===== src/rtl/pacram_banked_controller_if.sv =====
// pacram_banked_controller_if: SDRAM transfer-size package plus the MSX slot bus and SDRAM port interfaces
package RAM;
  typedef enum logic [1:0] {DIN_SIZE_8, DIN_SIZE_16, DIN_SIZE_32} din_size_t;
endpackage

interface BUS_IF;
  logic [15:0] ADDR;
  logic [7:0] DIN;
  logic [7:0] DOUT;
  logic SLTSL_n, MERQ_n, RD_n, WR_n, RESET_n, RFSH_n;
  logic BUSDIR_n, INT_n, WAIT_n;
  modport CARTRIDGE(
    input ADDR, DIN, SLTSL_n, MERQ_n, RD_n, WR_n, RESET_n, RFSH_n,
    output DOUT, BUSDIR_n, INT_n, WAIT_n
  );
  modport MSX(
    output ADDR, DIN, SLTSL_n, MERQ_n, RD_n, WR_n, RESET_n, RFSH_n,
    input DOUT, BUSDIR_n, INT_n, WAIT_n
  );
endinterface

interface RAM_IF;
  logic [26:0] ADDR;
  logic [7:0] DIN;
  logic [7:0] DOUT;
  logic WE_n, OE_n, RFSH_n;
  RAM::din_size_t DIN_SIZE;
  modport HOST(output ADDR, DIN, WE_n, OE_n, RFSH_n, DIN_SIZE, input DOUT);
  modport DEVICE(input ADDR, DIN, WE_n, OE_n, RFSH_n, DIN_SIZE, output DOUT);
endinterface


===== src/rtl/pacram_banked_controller.sv =====
// pacram_banked_controller: PAC cartridge mapping BIOS and banked, key-unlocked SRAM onto SDRAM, with zero-fill engine
module pacram_banked_controller #(
  parameter int unsigned RAM_ADDR_BIOS = 0,
  parameter int unsigned RAM_ADDR_PAC = 0,
  parameter int unsigned PAGE_BITS = 2
) (
  input logic CLK,
  input logic RESET_n,
  BUS_IF.CARTRIDGE Bus,
  RAM_IF.HOST Ram,
  input logic PROTECT,
  input logic CLR_REQ,
  output logic CLR_BUSY,
  output logic DIRTY
);
  localparam int CW = PAGE_BITS + 13;
  localparam int BW = PAGE_BITS > 0 ? PAGE_BITS : 1;
  localparam logic [26:0] BIOS_BASE = RAM_ADDR_BIOS[26:0];
  localparam logic [26:0] PAC_BASE = RAM_ADDR_PAC[26:0];
  typedef enum logic [1:0] {IDLE, FILL, DONE} state_t;
  state_t state, state_nx;
  logic [CW-1:0] cnt, cnt_nx;
  logic [BW-1:0] bank;
  logic [7:0] key0, key1, key0_nx, key1_nx, dout, dout_nx, din_q, din_nx;
  logic [26:0] addr_q, addr_nx, sram_addr, bios_addr, fill_addr;
  logic wr_prev, wr_prev_nx, we_n, we_nx, oe_n, oe_nx, busdir_n, busdir_nx, rfsh_n;
  logic rd, wr, page1, det_wr, unlock, sram, key_rd, bank_rd, msx, sram_wr, ram_rd, fill_wr, bus_rst;
  assign bus_rst = !Bus.RESET_n;
  assign rd = !Bus.SLTSL_n && !Bus.MERQ_n && !Bus.RD_n;
  assign wr = !Bus.SLTSL_n && !Bus.MERQ_n && !Bus.WR_n;
  assign page1 = Bus.ADDR[15:14] == 2'b01;
  assign det_wr = wr && !wr_prev;
  assign unlock = key0 == 8'h4D && key1 == 8'h69;
  assign sram = page1 && unlock && Bus.ADDR < 16'h5FFE;
  assign key_rd = unlock && (Bus.ADDR == 16'h5FFE || Bus.ADDR == 16'h5FFF);
  assign bank_rd = unlock && Bus.ADDR == 16'h7FF7;
  assign msx = page1 && (rd || wr);
  assign sram_wr = wr && sram && !PROTECT;
  assign sram_addr = PAC_BASE + {14'(bank), Bus.ADDR[12:0]};
  assign bios_addr = BIOS_BASE + {13'd0, Bus.ADDR[13:0]};
  assign fill_addr = PAC_BASE + 27'(cnt);
  if (PAGE_BITS > 0) begin : g_bank
    always_ff @(posedge CLK or negedge RESET_n)
      if (!RESET_n) bank <= '0;
      else bank <= bus_rst ? '0 : det_wr && Bus.ADDR == 16'h7FF7 ? Bus.DIN[BW-1:0] : bank;
  end else begin : g_no_bank
    assign bank = '0;
  end
  always_ff @(posedge CLK or negedge RESET_n)
    if (!RESET_n) state <= IDLE;
    else state <= state_nx;
  always_comb
    state_nx = bus_rst ? IDLE
             : state == IDLE ? (CLR_REQ ? FILL : IDLE)
             : state == FILL ? (!msx && &cnt ? DONE : FILL)
             : IDLE;
  // MSX accesses in page 1 always win the SDRAM port; the fill only advances on free cycles
  always_comb begin
    fill_wr = state == FILL && !msx;
    ram_rd = rd && page1 && !key_rd && !bank_rd;
    cnt_nx = bus_rst || state == IDLE ? '0 : fill_wr ? cnt + 1'b1 : cnt;
    key0_nx = bus_rst ? '0 : det_wr && Bus.ADDR == 16'h5FFE ? Bus.DIN : key0;
    key1_nx = bus_rst ? '0 : det_wr && Bus.ADDR == 16'h5FFF ? Bus.DIN : key1;
    wr_prev_nx = !bus_rst && wr;
    we_nx = bus_rst || !(sram_wr || fill_wr);
    oe_nx = bus_rst || !ram_rd;
    addr_nx = bus_rst ? '0 : ram_rd || sram_wr ? (sram ? sram_addr : bios_addr) : fill_wr ? fill_addr : '0;
    din_nx = bus_rst || !sram_wr ? '0 : Bus.DIN;
    busdir_nx = bus_rst || !(rd && page1);
    dout_nx = bus_rst || !(rd && page1) ? '0
            : key_rd ? (Bus.ADDR[0] ? key1 : key0)
            : bank_rd ? 8'(bank)
            : Ram.DOUT;
  end
  always_ff @(posedge CLK or negedge RESET_n)
    if (!RESET_n) begin
      cnt <= '0;
      key0 <= '0;
      key1 <= '0;
      wr_prev <= 1'b0;
      we_n <= 1'b1;
      oe_n <= 1'b1;
      addr_q <= '0;
      din_q <= '0;
      busdir_n <= 1'b1;
      dout <= '0;
      rfsh_n <= 1'b1;
    end else begin
      cnt <= cnt_nx;
      key0 <= key0_nx;
      key1 <= key1_nx;
      wr_prev <= wr_prev_nx;
      we_n <= we_nx;
      oe_n <= oe_nx;
      addr_q <= addr_nx;
      din_q <= din_nx;
      busdir_n <= busdir_nx;
      dout <= dout_nx;
      rfsh_n <= Bus.RFSH_n;
    end
  // SRAM contents survive a slot reset, so only the power-on reset forgets DIRTY
  always_ff @(posedge CLK or negedge RESET_n)
    if (!RESET_n) DIRTY <= 1'b0;
    else DIRTY <= bus_rst ? DIRTY : sram_wr ? 1'b1 : state == DONE ? 1'b0 : DIRTY;
  assign CLR_BUSY = state != IDLE;
  assign Ram.ADDR = addr_q;
  assign Ram.DIN = din_q;
  assign Ram.WE_n = we_n;
  assign Ram.OE_n = oe_n;
  assign Ram.RFSH_n = rfsh_n;
  assign Ram.DIN_SIZE = RAM::DIN_SIZE_8;
  assign Bus.DOUT = dout;
  assign Bus.BUSDIR_n = busdir_n;
  assign Bus.INT_n = 1'b1;
  assign Bus.WAIT_n = 1'b1;
endmodule


===== src/flat_wrapper.sv =====
// flat-port wrapper written by rule: the top's interface ports become plain ports
module pacram_banked_controller_flat 
#(
  parameter int unsigned RAM_ADDR_BIOS = 0,
  parameter int unsigned RAM_ADDR_PAC = 0,
  parameter int unsigned PAGE_BITS = 2
)
  (CLK, RESET_n, PROTECT, CLR_REQ, CLR_BUSY, DIRTY, Bus_ADDR, Bus_DIN, Bus_SLTSL_n, Bus_MERQ_n, Bus_RD_n, Bus_WR_n, Bus_RESET_n, Bus_RFSH_n, Bus_DOUT, Bus_BUSDIR_n, Bus_INT_n, Bus_WAIT_n, Ram_ADDR, Ram_DIN, Ram_WE_n, Ram_OE_n, Ram_RFSH_n, Ram_DIN_SIZE, Ram_DOUT);
  BUS_IF Bus_i ();
  RAM_IF Ram_i ();
  input logic CLK;
  input logic RESET_n;
  input logic PROTECT;
  input logic CLR_REQ;
  output logic CLR_BUSY;
  output logic DIRTY;
  input wire logic [$bits(Bus_i.ADDR)-1:0] Bus_ADDR;
  input wire logic [$bits(Bus_i.DIN)-1:0] Bus_DIN;
  input wire logic [$bits(Bus_i.SLTSL_n)-1:0] Bus_SLTSL_n;
  input wire logic [$bits(Bus_i.MERQ_n)-1:0] Bus_MERQ_n;
  input wire logic [$bits(Bus_i.RD_n)-1:0] Bus_RD_n;
  input wire logic [$bits(Bus_i.WR_n)-1:0] Bus_WR_n;
  input wire logic [$bits(Bus_i.RESET_n)-1:0] Bus_RESET_n;
  input wire logic [$bits(Bus_i.RFSH_n)-1:0] Bus_RFSH_n;
  output wire logic [$bits(Bus_i.DOUT)-1:0] Bus_DOUT;
  output wire logic [$bits(Bus_i.BUSDIR_n)-1:0] Bus_BUSDIR_n;
  output wire logic [$bits(Bus_i.INT_n)-1:0] Bus_INT_n;
  output wire logic [$bits(Bus_i.WAIT_n)-1:0] Bus_WAIT_n;
  output wire logic [$bits(Ram_i.ADDR)-1:0] Ram_ADDR;
  output wire logic [$bits(Ram_i.DIN)-1:0] Ram_DIN;
  output wire logic [$bits(Ram_i.WE_n)-1:0] Ram_WE_n;
  output wire logic [$bits(Ram_i.OE_n)-1:0] Ram_OE_n;
  output wire logic [$bits(Ram_i.RFSH_n)-1:0] Ram_RFSH_n;
  output wire logic [$bits(Ram_i.DIN_SIZE)-1:0] Ram_DIN_SIZE;
  input wire logic [$bits(Ram_i.DOUT)-1:0] Ram_DOUT;
  assign Bus_i.ADDR = Bus_ADDR;
  assign Bus_i.DIN = Bus_DIN;
  assign Bus_i.SLTSL_n = Bus_SLTSL_n;
  assign Bus_i.MERQ_n = Bus_MERQ_n;
  assign Bus_i.RD_n = Bus_RD_n;
  assign Bus_i.WR_n = Bus_WR_n;
  assign Bus_i.RESET_n = Bus_RESET_n;
  assign Bus_i.RFSH_n = Bus_RFSH_n;
  assign Bus_DOUT = Bus_i.DOUT;
  assign Bus_BUSDIR_n = Bus_i.BUSDIR_n;
  assign Bus_INT_n = Bus_i.INT_n;
  assign Bus_WAIT_n = Bus_i.WAIT_n;
  assign Ram_ADDR = Ram_i.ADDR;
  assign Ram_DIN = Ram_i.DIN;
  assign Ram_WE_n = Ram_i.WE_n;
  assign Ram_OE_n = Ram_i.OE_n;
  assign Ram_RFSH_n = Ram_i.RFSH_n;
  assign Ram_DIN_SIZE = Ram_i.DIN_SIZE;
  assign Ram_i.DOUT = Ram_DOUT;
  pacram_banked_controller #(.RAM_ADDR_BIOS(RAM_ADDR_BIOS), .RAM_ADDR_PAC(RAM_ADDR_PAC), .PAGE_BITS(PAGE_BITS)) u_core (.CLK(CLK), .RESET_n(RESET_n), .Bus(Bus_i), .Ram(Ram_i), .PROTECT(PROTECT), .CLR_REQ(CLR_REQ), .CLR_BUSY(CLR_BUSY), .DIRTY(DIRTY));
endmodule

===== config.mk =====
export PLATFORM = sky130hd
export DESIGN_NAME = pacram_banked_controller_flat
export DESIGN_NICKNAME = d
export VERILOG_FILES = /design/src/rtl/pacram_banked_controller_if.sv /design/src/rtl/pacram_banked_controller.sv /design/src/flat_wrapper.sv
export SDC_FILE = /design/constraint.sdc
export NUM_CORES = 1
export LEC_CHECK = 0
export CELL_PAD_IN_SITES_DETAIL_PLACEMENT = 1
export CELL_PAD_IN_SITES_GLOBAL_PLACEMENT = 1
export CORE_ASPECT_RATIO = 1.2
export CORE_UTILIZATION = 37
export DETAILED_ROUTE_END_ITERATION = 7
export PLACE_DENSITY = 0.82
export REMOVE_ABC_BUFFERS = 1
export SKIP_LAST_GASP = 1
export SYNTH_ARGS = -nofsm -noshare
export SYNTH_HDL_FRONTEND = slang
export SYNTH_SLANG_ARGS = --single-unit

===== constraint.sdc =====
create_clock -name CLK -period 1.8 [get_ports CLK]
set_clock_uncertainty 0.05 [all_clocks]
set_input_delay 0.27 -clock CLK [delete_from_list [all_inputs] [get_ports CLK]]
set_output_delay 0.27 -clock CLK [all_outputs]
set_load 0.01 [all_outputs]

# After elaboration in Yosys (flattened, before gate mapping)
# Cells that the tools add are included.
# word_totals
reg_bits	84
in_bits	42
wordCells	101
# op_classes
add_sub_neg	1
n_reduce_logical	50
order_cmp	1
n_mux	24
eq_ne	11
# op_table
operator	n
two-way mux 8 bit	9
two-way mux 15 bit	4
two-way mux 27 bit	2
== test 16 x 15 -> 1 bit (second input constant)	3
logical AND 1 bit	21
== test 8 x 7 -> 1 bit (second input constant)	2
less-than comparator 16 x 15 -> 1 bit (second input constant)	1
adder 15 x 1 -> 15 bit (second input constant)	1
AND reduction 15 bit	1
zero test 1 bit	14
two-way mux 2 bit	6
logical OR 1 bit	9
inequality test 2 x 1 -> 1 bit (second input constant)	3
nonzero test 2 bit	3
== test 2 x 1 -> 1 bit (second input constant)	2
two-way mux 1 bit	3
== test 2 bit (second input constant)	1
zero test 2 bit	1
AND reduction 2 bit	1

# Depth between registers and ports, before layout
# Gate-level depths: netlist of run 1.
# logic_depth
word_depth	11
depth_mapped	6
ltp_nobuf	6

# Worst setup path after synthesis of run 1
# Ideal clock, no wire load.
# synth_path
kind	register -> register
from	reg u_core.key0[5]
to	reg u_core.addr_q[12], in the netlist u_core.Ram.ADDR[12]
arrival_time_ps	1531
t_required_ps	1661
synth_period_minus_slack_ps	1669
path_stages_with_launch	7
setup_slack_ps	131
setup_ps	89
n_path_buf	1
cell_sequence	dfrtp_1 -> nor4b_2 -> nand4_1 -> nor3_4 -> buf_4 -> a21oi_1 -> a211oi_2
# synth_between
elab_chain_cells	9
# synth_lines
element	line_no	rtl
from (decl)	pacram_banked_controller.sv:24	logic [7:0] key0, key1, key0_nx, key1_nx, dout, dout_nx, din_q, din_nx;
from (signal assigned)	pacram_banked_controller.sv:90	key0 <= key0_nx;
== test 8 x 7 -> 1 bit *	pacram_banked_controller.sv:33	assign unlock = key0 == 8'h4D && key1 == 8'h69;
logical AND 1 bit *	pacram_banked_controller.sv:33	
logical AND 1 bit, on equally long branches	pacram_banked_controller.sv:35, pacram_banked_controller.sv:34	
zero test 1 bit or logical AND 1 bit (tied branches)	pacram_banked_controller.sv:60, pacram_banked_controller.sv:34	
logical AND 1 bit, on equally long branches (2 in series)	pacram_banked_controller.sv:60, pacram_banked_controller.sv:38	
logical OR 1 bit *	pacram_banked_controller.sv:67	addr_nx = bus_rst ? '0 : ram_rd || sram_wr ? (sram ? sram_addr : bios_addr) : fill_wr ? fill_addr : '0;
two-way mux 27 bit * (2 in series)	pacram_banked_controller.sv:67	
net u_core.addr_nx[12]	pacram_banked_controller.sv:25	logic [26:0] addr_q, addr_nx, sram_addr, bios_addr, fill_addr;
to (signal assigned)	pacram_banked_controller.sv:95	addr_q <= addr_nx;
to (decl)	pacram_banked_controller.sv:25	
# Mark *: on every way through the listed nets, which the timed path passes. The rest lies on a longest branch.
# A chain may end at the register's enable or synchronous reset.

# Worst setup path in the final report of run 1
# layout_path
from	reg u_core.key0[5]
to	reg u_core.addr_q[3], in the netlist u_core.Ram.ADDR[3]
# The elaborated chain is that of the path after synthesis.

==> metrics.txt, run 1 <==
DRC violations left=0; failing checks=negative setup slack; Cell Rows=38; DRT iter0 DRCs=88; DP Wirelength=between 7000 and 8000 um; asr flop ratio synth=between 90% and 100%; synth cell count leaders=68 x dfrtp_1, 37 x nor2_1, 35 x a21oi_1; IO Count=95; I/O Buffers=78; Synth Area in Compound Gates=between 10% and 20%; Simple-Gate Fraction of Synth Area=around 21%; DIE AREA=9890 sq um; top cells by area, synth=dfrtp_1 48%, mux2i_1 5.7%, a21oi_1 5.0%; Gate Count Post-Synth=324; antenna violations before repair=0; Filler Cells Inserted=roughly 1000; Worst Path Required=roughly 2.0 ns; CTS Buf Count=9; CTS tree=built; cell with the most instances after synthesis=dfrtp_1; clock sinks=72; share of cells above drive strength 1=between 20 and 30%; die extent in y=around 110 um; multiplexer share of the synthesized area=roughly 5.7%; Leak Pwr=between 2 and 2.5 nW; Syn. warnings=0; Max rail drop VDD=roughly 0.47 mV; reg2reg end=u_core.Ram.ADDR[3]; register area share after synthesis=51.4%; RSZ-0062 raised after global routing=true; Clock Path Buffers=2; post-route clock period utilization=108%; Seq cells post-synth=72; Worst Hold Class=primary input to flop; Top FF cell, synth=dfrtp_1; drt pass-1 iters=5; crit path kind=flop to flop; final setup fails=23; worst skew pair latency=0.34 ns; Comb pwr share=a little under an eighth; via count=slightly above 3000; root buffer cell=clkbuf_8; Post-synth EDFFs=0; final worst slack=-0.137 ns; core area=9130 sq um; Max Cap Violations=0; R2R depth=7; xor/xnor share of the synthesized area=under 10%; Initial Utilization=roughly two fifths; pin count of the biggest net entering global routing=39; RePlAce Congestion=0.861; Hold Crit Endpoint=u_core.Ram.RFSH_n; syn avg cell area=10.8 sq um; Via density=5.35; nets@finish=~500; hold violation total from the final report=0; internal power=~2.3 mW; largest area contributor in the netlist=dfrtp_1; pwr dens=607 nW/um^2; Sw Pwr=approximately 860 uW; Worst setup EP type=flop; Final ANT Viol Nets=0; Die Wd=91.0 um; Final TNS setup=-1.60 ns; total wire length=about 12000 um; # H-tree levels=3; Synth Area in Adders=less than 1%; largest family of logic cells by synthesized area=simple AND/OR/NAND/NOR gates; Pwr Total=between 3 and 4 mW; first-pass GRT wire length=17500 um; post-DR wirelength/cell=just under 20 um; Area growth, synth to finish=47.9%; synth unique cells=51; worst r2r src=u_core.key0[5]; Sequential Power Share=51.8%; clock slew at reported path FFs=roughly 0.08 ns; Startpoint Class=flop; post-synthesis instance area=roughly 3500 sq um; hold_ws=roughly 0.29 ns; Overflow after GRT=0; post-route cell area=between 5000 and 6000 sq um; fmax=slightly above 500 MHz; dpl ws=-0.496 ns; Synth top area share=between 40% and 50%; reg2reg setup slack=-0.14 ns; minimum clock period=around 1.9 ns; HP Start=Bus_RFSH_n; switch share=a little over a quarter; vias in the first global route=3360; Worst Hold Path Cells=1; critical path arrival=~2.1 ns; all-layer global routing usage=23.2%; status=complete, but fails checks; Ant. Diodes=0; Clk pwr share=between 30% and 40%; Area after DPL=approximately 4700 sq um; Max Slew Vio Count=0; worst-path fanout max=5
## sequential cells by signal, indices dropped and copies added (netlist names)
name	flops
u_core.wr_prev	1
u_core.Ram.OE_n	1
u_core.DIRTY	1
u_core.Ram.WE_n	1
u_core.Ram.ADDR	15
u_core.Ram.DIN	8
u_core.Bus.DOUT	8
u_core.key0	8
u_core.Ram.RFSH_n	1
u_core.key1	8
u_core.Bus.BUSDIR_n	1
u_core.state	2
u_core.bank	2
u_core.cnt	15
## logic make-up after synthesis
group,after synthesis
flops,72
mux,20
other cells,2
buf+inv,34
xor+xnor,13
fa+ha+maj,1
compound gates,60
simple gates,122
## power groups by stage
stage          logic (mW)  registers [mW]  clock network, mW
2_1_floorplan      0.0928            1.67                  0
3_3_place_gp        0.339            1.66                  0
3_5_place_dp        0.349            1.66                  0
4_1_cts             0.353            1.63               1.18
5_1_grt             0.395            1.63               1.23
6_report            0.371            1.63               1.15
## worst max-delay path by stage
stage | end | from | cells after the start | slack [ns]
after floorplan | u_core.cnt[6] | u_core.state[1] | 5 | -0.39
after global placement | u_core.Ram.ADDR[11] | Bus_MERQ_n | 7 | -0.41
after detailed placement | u_core.Bus.DOUT[7] | Bus_ADDR[6] | 7 | -0.50
after CTS | u_core.Ram.ADDR[10] | u_core.key0[5] | 7 | -0.06
after global routing | u_core.Ram.ADDR[0] | u_core.key0[5] | 7 | -0.22
final | u_core.Ram.ADDR[3] | u_core.key0[5] | 7 | -0.14
## cell usage in the layout (no fill, tap or decap), types with 2 or more instances in the layout
cell             count
and4_1               2
buf_6                8
nand4_1              9
conb_1              16
a2bb2oi_1            2
nand3_1              9
a21oi_2              9
clkdlybuf4s50_1     59
nor3_1               2
nand2_2              2
clkbuf_8             9
buf_4               44
dfrtp_1             68
xor2_1               7
a211oi_1             2
nor2_4               2
and3_1              11
dfstp_2              4
nor4b_4              3
nor4_2               2
a21oi_4              3
nor2_1              35
nand2_1             21
xnor2_1              6
o21ai_1              2
a211oi_2            11
buf_12               5
and4bb_2             2
clkinv_4             3
nand4b_1             2
mux2i_2              2
and2_1               2
mux2i_1             18
dlymetal6s2s_1       6
a21oi_1             24
inv_1                3
clkinv_2             2
dlygate4sd2_1       12
## worst max-delay path: stages (launching register included)
cell and delay (ns):
dfrtp_1 0.42, nor4b_4 0.35, nand4_1 0.23, nor3_4 0.26, buf_6 0.17, buf_8 0.13, a21oi_4 0.04, a211oi_2 0.20
## timing repair
item | in CTS | in global routing
hold endpoints to repair | 10 | 0
hold buffers | 1 | 0
gates cloned | 1 | 0
endpoints found under the setup margin | 47 | 57
setup buffers | 14 | 2
resized for setup | 35 | 32
pin swaps | 16 | 9
## layer usage
metal	share of wire (%)	vias to the layer above	track usage, %
met5	0	-	0
met4	1.8	0	7.60
met3	4.2	19	4.67
met2	55	118	44.4
met1	39	1586	25.9
li1	-	1386	-
## per-stage QoR
step,util (%),instances
6_report,56.9,581
5_1_grt,56.9,581
4_1_cts,55.5,580
3_5_place_dp,51.2,548
3_3_place_gp,51.2,548
2_1_floorplan,-,307
## final cells by class
cell class | instances | area [sq um] | area share [%]
timing repair buffer | 138 | 1350 | 26.0
multi-input combinational | 232 | 1710 | 32.9
tap | 120 | 150 | 2.89
sequential | 72 | 1810 | 34.8
inverter | 3 | 11.3 | 0.217
clock inverter | 6 | 45.0 | 0.867
clock buffer | 10 | 128 | 2.46
Power figures use the tool's default switching activity.
==> inputs of run 2 (changes only) <==
Settings changed: CTS_CLUSTER_DIAMETER set to 60.
==> results of run 2 <==
Same layout as run 1: the final DEF is identical, and so are final timing and power.
